File: src/rtl/demux8_sched.sv
// Round-robin scheduler in front of a 1-to-8 serial demux: grants one requester a window
// of up to HOLD accepted beats and routes the input bit to it. Define DEMUX8_SCHED_ROUND_ROBIN_EN for rotating priority.
module demux8_sched #(
   parameter int unsigned HOLD = 4
) (
   input  logic       clk,
   input  logic       rst,
   input  logic       in,
   input  logic       in_valid,
   output logic       in_ready,
   input  logic [7:0] req,
   output logic [7:0] gnt,
   output logic [2:0] sel,
   output logic [7:0] d,
   output logic       dv,
   output logic       busy
);

   typedef enum logic {
      IDLE = 1'b0,
      XFER = 1'b1
   } state_t;

   localparam logic [7:0] LAST_BEAT = 8'(HOLD - 1);

   state_t     state_q, state_d;
   logic [2:0] sel_q, sel_d;
   logic [7:0] gnt_q, gnt_d;
   logic [7:0] d_q, d_d;
   logic       dv_q, dv_d;
   logic [7:0] cnt_q, cnt_d;
   logic [2:0] win;

`ifdef DEMUX8_SCHED_ROUND_ROBIN_EN
   logic [2:0] ptr_q, ptr_d;
   logic       found;

   // First set request bit scanning upward from ptr, wrapping 7 -> 0.
   always_comb begin
      win   = ptr_q;
      found = 1'b0;
      for (int i = 0; i < 8; i++) begin
         if (!found && req[ptr_q + 3'(i)]) begin
            win   = ptr_q + 3'(i);
            found = 1'b1;
         end
      end
   end
`else
   // Fixed priority: lowest set bit wins.
   always_comb begin
      win = 3'd0;
      for (int i = 7; i >= 0; i--) begin
         if (req[i]) begin
            win = 3'(i);
         end
      end
   end
`endif

   always_comb begin
      // NOTE: every variable gets a default before the case so no path leaves it unassigned (no latches).
      state_d = state_q;
      sel_d   = sel_q;
      gnt_d   = gnt_q;
      cnt_d   = cnt_q;
      d_d     = '0;
      dv_d    = 1'b0;
`ifdef DEMUX8_SCHED_ROUND_ROBIN_EN
      ptr_d   = ptr_q;
`endif
      unique case (state_q)
         IDLE: begin
            if (req != 8'd0) begin
               state_d = XFER;
               sel_d   = win;
               gnt_d   = 8'd1 << win;
               cnt_d   = '0;
            end
         end
         XFER: begin
            dv_d       = in_valid;
            d_d[sel_q] = in & in_valid;
            if (in_valid) begin
               cnt_d = cnt_q + 8'd1;
            end
            // A beat arriving with the request drop is still delivered above.
            if ((in_valid && (cnt_q == LAST_BEAT)) || !req[sel_q]) begin
               state_d = IDLE;
               gnt_d   = '0;
`ifdef DEMUX8_SCHED_ROUND_ROBIN_EN
               ptr_d   = sel_q + 3'd1;
`endif
            end
         end
         default: state_d = IDLE;
      endcase
   end

   // NOTE: state registers use non-blocking assignments so every flop samples pre-edge values.
   always_ff @(posedge clk or posedge rst) begin
      if (rst) begin
         state_q <= IDLE;
         sel_q   <= '0;
         gnt_q   <= '0;
         d_q     <= '0;
         dv_q    <= 1'b0;
         cnt_q   <= '0;
`ifdef DEMUX8_SCHED_ROUND_ROBIN_EN
         ptr_q   <= '0;
`endif
      end else begin
         state_q <= state_d;
         sel_q   <= sel_d;
         gnt_q   <= gnt_d;
         d_q     <= d_d;
         dv_q    <= dv_d;
         cnt_q   <= cnt_d;
`ifdef DEMUX8_SCHED_ROUND_ROBIN_EN
         ptr_q   <= ptr_d;
`endif
      end
   end

   assign in_ready = (state_q == XFER);
   assign busy     = (state_q == XFER);
   assign gnt      = gnt_q;
   assign sel      = sel_q;
   assign d        = d_q;
   assign dv       = dv_q;

endmodule

File: config.mk
export PLATFORM = sky130hd
export DESIGN_NAME = demux8_sched
export DESIGN_NICKNAME = d
export VERILOG_FILES = /design/src/rtl/demux8_sched.sv
export SDC_FILE = /design/constraint.sdc
export NUM_CORES = 1
export LEC_CHECK = 0
export CELL_PAD_IN_SITES_DETAIL_PLACEMENT = 0
export CELL_PAD_IN_SITES_GLOBAL_PLACEMENT = 2
export CORE_MARGIN = 3
export CORE_UTILIZATION = 33
export CTS_CLUSTER_SIZE = 12
export DETAILED_ROUTE_END_ITERATION = 12
export PLACE_DENSITY = 0.95
export RECOVER_POWER = 25
export SYNTH_ARGS = -nofsm -noshare
export SYNTH_HDL_FRONTEND = slang
export SYNTH_SLANG_ARGS = --single-unit
File: constraint.sdc
create_clock -name clk -period 4.6 [get_ports clk]
set_input_delay 0.46 -clock clk [delete_from_list [all_inputs] [get_ports clk]]
set_output_delay 0.46 -clock clk [all_outputs]
set_load 0.005 [all_outputs]
# Word-level counts from Yosys, hierarchy flattened
# Index checks and enable logic that the tools add are counted.
[op_classes] n_addsub=1 n_lt_le_gt_ge=2 eq_ne=4 n_shift=1 mux=23 bitwise_logic=3 reduce_logical=8
[op_table] operator="8-bit two-way mux" n=5
[op_table] operator="8-bit case mux with 2 select lines" n=2
[op_table] operator="3-bit two-way mux" n=8
[op_table] operator="8-bit by 1-bit adder with 8-bit output (second input constant)" n=1
[op_table] operator="8-bit bitwise AND" n=1
[op_table] operator="8-bit by 2-bit equality test with 1-bit output (second input constant)" n=1
[op_table] operator="8-bit nonzero test" n=1
[op_table] operator="1-bit by 3-bit << shifter with 8-bit output (first input constant)" n=1
[op_table] operator="2-bit AND reduction" n=3
[op_table] operator="1-bit two-way mux" n=5
[op_table] operator="3-bit by 4-bit less-than comparator with 1-bit output (second input constant)" n=1
[op_table] operator="2-bit != test (second input constant)" n=2
[op_table] operator="1-bit binary-select mux with 3-bit select" n=1
[op_table] operator="1-bit demux with 3-bit select" n=1
[op_table] operator="3-bit by 1-bit >= comparator with 1-bit output (second input constant)" n=1
[op_table] operator="1-bit logical AND" n=2
[op_table] operator="2-bit by 1-bit != test with 1-bit output (second input constant)" n=1
[op_table] operator="1-bit case mux with 2 select lines" n=1
[op_table] operator="1-bit bitwise AND" n=1
[op_table] operator="1-bit logical NOT" n=1
[op_table] operator="1-bit logical OR" n=1
[op_table] operator="1-bit NOT" n=1
[word_totals] ff_bits=29 input_bits=12 out_inout_bits=22

# Longest topological paths before layout
[depth] depth_word=11 ltp_mapped=6 ltp_nobuf=5

# Worst setup path after synthesis
# Ideal clock, no wire load.
[synth_timing] path_kind="register -> register" start="register sel_q[2], in the netlist sel[2]" end="register gnt_q[5], in the netlist gnt[5]" t_arrival_ns=1.368 slack_ns=3.100 path_stages_with_launch=7 n_path_buf=2 synth_period_minus_slack_ns=1.500 path_cell_list="dfrtp_1 -> buf_6 -> mux4_2 -> nand2b_4 -> buf_6 -> nand4_1 -> nand3_1"
[synth_via] elab_chain_len=6
[synth_rtl] element="start, declared" line="27" rtl="logic [2:0] sel_q, sel_d;"
[synth_rtl] element="start signal, assigned" line="114" rtl="sel_q <= sel_d;"
[synth_rtl] element="1-bit binary-select mux with 3-bit select" line="88" rtl="if ((in_valid && (cnt_q == LAST_BEAT)) || !req[sel_q]) begin"
[synth_rtl] element="1-bit two-way mux (not written as such)" line="88"
[synth_rtl] element="1-bit logical NOT" line="88"
[synth_rtl] element="1-bit logical OR" line="88"
[synth_rtl] element="2-bit by 1-bit != test with 1-bit output (no line)"
[synth_rtl] element="2-bit AND reduction (no line)"
[synth_rtl] element="end signal, assigned" line="115" rtl="gnt_q <= gnt_d;"
[synth_rtl] element="end, declared" line="28" rtl="logic [7:0] gnt_q, gnt_d;"
# Every way passes these cells. The select of a mux whose other input is x is not followed.
# A chain may end at the register's enable or synchronous reset.

# Final worst setup path
[layout_timing] start="input req[4]" end="register gnt_q[7], in the netlist gnt[7]"
[layout_via] elab_chain_len=8
[layout_rtl] element="start, declared" line="11" rtl="input logic [7:0] req,"
[layout_rtl] element="3-bit two-way mux (5 in a row)" line="54" rtl="if (req[i]) begin"
[layout_rtl] element="1-bit by 3-bit << shifter with 8-bit output" line="77" rtl="gnt_d = 8'd1 << win;"
[layout_rtl] element="8-bit two-way mux" line="74" rtl="if (req != 8'd0) begin"
[layout_rtl] element="8-bit case mux with 2 select lines" line="72" rtl="unique case (state_q)"
# Parallel ways exist; a longest one is shown, timed or not. The select of a mux whose other input is x is not followed.

==> flow_summary.json <==
{
  "tightest_slew_ns": 1.08,
  "drcViolationCount": 0,
  "syn_area_mm2": 0.00147,
  "cts_made_buffers": 5,
  "ff_latch_area_um2": 726,
  "nFillCells": 405,
  "setup_tns_ns": 0,
  "grt_first_pass_wirelength_um": 5730,
  "yosysSeqAreaShare": 0.492,
  "cp_data_arrival_time_ns": 2.38,
  "reg2reg_to": "gnt[7]",
  "yosys.area.top_type_share": 0.492,
  "core_mm2": 0.00414,
  "drive_above_1_share": 0.105,
  "area_delta_synth_final_pct": 28.5,
  "grt_max_degree": 30,
  "cp_slowest_stage_delay_ns": 0.69,
  "die_area_mm2": 0.00530,
  "place.detailed.hpwl_um": 2530,
  "crit_cells": 5,
  "fin_skew_ns": 0.00633,
  "synth_commonest_cells": "dfrtp_1, nand2_1, nor2_1, nand3_1, o21ai_1",
  "track_usage": 0.142,
  "critPathKind": "input port to register",
  "clk_path_buf_depth": 2,
  "timing.final.crit_share": 0.473,
  "leakagePower_nw": 0.842,
  "power_density_mw_per_mm2": 460,
  "place.gp.congestion": 0.819,
  "synthCells": 145,
  "htree_num_levels": 2,
  "cts_setup_buffers": 0,
  "dieWidth_um": 72.8,
  "cts.clk_slew.worst_paths_ns": 0.06,
  "tritoncts": "done",
  "max-vdd-ir-drop_uv": 161,
  "multiInputGateArea_um2": 674,
  "grt_setup_unrepaired": "false",
  "synthTopCellsByArea": "dfrtp_1, nand2_1, nor2_1",
  "cp_max_fo": 7,
  "drt_iter0_drc": 46,
  "ys_ff_latch": 29,
  "post_drt_wl_per_cell_um": 14.7,
  "vias_per_cell": 5.16,
  "critical_path.top_delay_family": "simple AND/OR/NAND/NOR gates",
  "final_nets": 194,
  "clkSinkCount": 29,
  "portBuffers": 33,
  "antenna_found_initial": 0,
  "ios": 34,
  "ys.flop_type": "dfrtp_1",
  "clock_latency_ns": 0.28,
  "synth.distinct_cells": 44,
  "max_clock_freq_ghz": 0.459,
  "avgSynthCellArea_um2": 10.2,
  "ys_warn_count": 0,
  "yosysMostFrequentCell": "dfrtp_1",
  "start_kind": "input port",
  "cts_resized": 0,
  "start_util": 0.356,
  "worst-r2r-setup-slack_ns": 2.95,
  "status": "finished clean",
  "synth_edf_count": 0,
  "crit_path_start": "req[4]",
  "diodes": 0,
  "p_total_mw": 0.872,
  "rr_startpoint": "busy",
  "dp.cells": 224,
  "hp-class": "register to register",
  "slew_violations": 0,
  "cts.hold.buffers_added": 0,
  "crit_required_ns": 4.81,
  "synth_area_leader_cell": "dfrtp_1",
  "slew_headroom": 0.277,
  "slowest_stage": "nor4_1",
  "cp-end-kind": "register",
  "grt-ovfl-total": 0,
  "fp.dieH_um": 72.8,
  "layout.cells.non_filler": 231,
  "reg2reg_depth": 4,
  "dr_total_vias": 1193,
  "final_core_util": 0.457,
  "crit_end": "gnt[7]",
  "critPathBufInv": 1,
  "clockRootBuffer": "clkbuf_8",
  "wl_um": 3390,
  "drtAntennaViolNets": 0,
  "finalHoldViolations": 0,
  "setup_viol": 0,
  "synth_fp_nets": 158,
  "grt_pass1_vias": 1173,
  "ys_async_sr_fraction": 1.00,
  "crit_chain": "clkdlybuf4s50_1 > nor4_1 > nor3b_4 > a22oi_1 > o21ai_2",
  "maxCapViolations": 0,
  "row_count": 23,
  "finalCriticalPeriod_ns": 2.18,
  "drt-pass1-iter-count": 4
}
[power breakdown]
part,switching (mW),internal (mW),total (mW)
Clock,0.0955,0.118,0.214
Combinational,0.146,0.149,0.295
Sequential,0.0649,0.299,0.363
Total,0.306,0.566,0.872
[worst reg2reg max path, cell delays in order, from the launching register on]
cell and delay [ns]:
dfrtp_1 0.51, or3_4 0.46, nor3b_4 0.35, a22oi_1 0.16, o21ai_2 0.09
[layout make-up]
| class | count | area share |
|---|---|---|
| clock buffer | 7 | 0.0456 |
| inverter | 4 | 0.00793 |
| multi-input combinational | 108 | 0.356 |
| sequential | 29 | 0.383 |
| tap | 50 | 0.0330 |
| timing repair buffer | 33 | 0.174 |
[sequential cells by signal, summed over array words and instances (netlist names)]
register,cells
sel,3
gnt,8
d,8
busy,1
dv,1
cnt_q,8
[stage by stage]
| step | hold slack (ns) | cell area [um2] | worst slack (ns) |
|---|---|---|---|
| finish | 0.520 | 1890 | 2.42 |
| global route | 0.545 | 1890 | 2.32 |
| detailed placement | 0.502 | 1820 | 2.41 |
| floorplan | 0.464 | 1470 | 3.10 |
| CTS | 0.518 | 1910 | 2.69 |
| global placement | 0.492 | 1820 | 2.45 |
[placed cells by master, fill, tap and decap left out, types with 2 or more instances in the layout]
cell type / count
o21ai_1: 8
xor2_1: 4
inv_1: 4
nand4_1: 4
a21oi_1: 3
dlygate4sd3_1: 12
dfrtp_1: 29
nand3_1: 8
clkbuf_8: 6
a22oi_1: 4
nor2_1: 19
clkdlybuf4s50_1: 21
nor4_1: 2
nand2b_1: 4
nor3_1: 4
nand2_1: 20
o21ai_0: 2
[worst min path at each step]
stage | from | end | slack [ns] | cells past startpoint
floorplan | cnt_q[4] | cnt_q[4] | 0.46 | 1
global placement | cnt_q[4] | cnt_q[4] | 0.49 | 1
detailed placement | cnt_q[4] | cnt_q[4] | 0.50 | 1
CTS | cnt_q[4] | cnt_q[4] | 0.52 | 1
global route | cnt_q[4] | cnt_q[4] | 0.54 | 1
finish | cnt_q[4] | cnt_q[4] | 0.52 | 1
[logic make-up (layout without fill, tap and decap cells)]
| family | Yosys count | count (layout) | share of synthesized area |
|---|---|---|---|
| AND/OR/NAND/NOR | 73 | 73 | 0.278 |
| flip-flops | 29 | 29 | 0.492 |
| AO/OA/AOI/OAI | 27 | 27 | 0.127 |
| buffers and inverters | 8 | 44 | 0.0399 |
| XOR/XNOR | 4 | 4 | 0.0238 |
| multiplexers | 3 | 3 | 0.0297 |
| adder cells (fa/ha/maj) | 1 | 1 | 0.00849 |
[routing by layer]
metal / up-vias / global-route usage / wire [um]
li1: 587 / - / -
met4: 0 / 0.0553 / 61
met3: 6 / 0.0427 / 161
met5: - / 0 / 0
met1: 570 / 0.182 / 1580
met2: 30 / 0.223 / 1580
No activity file was read; power rests on OpenSTA's default activity.
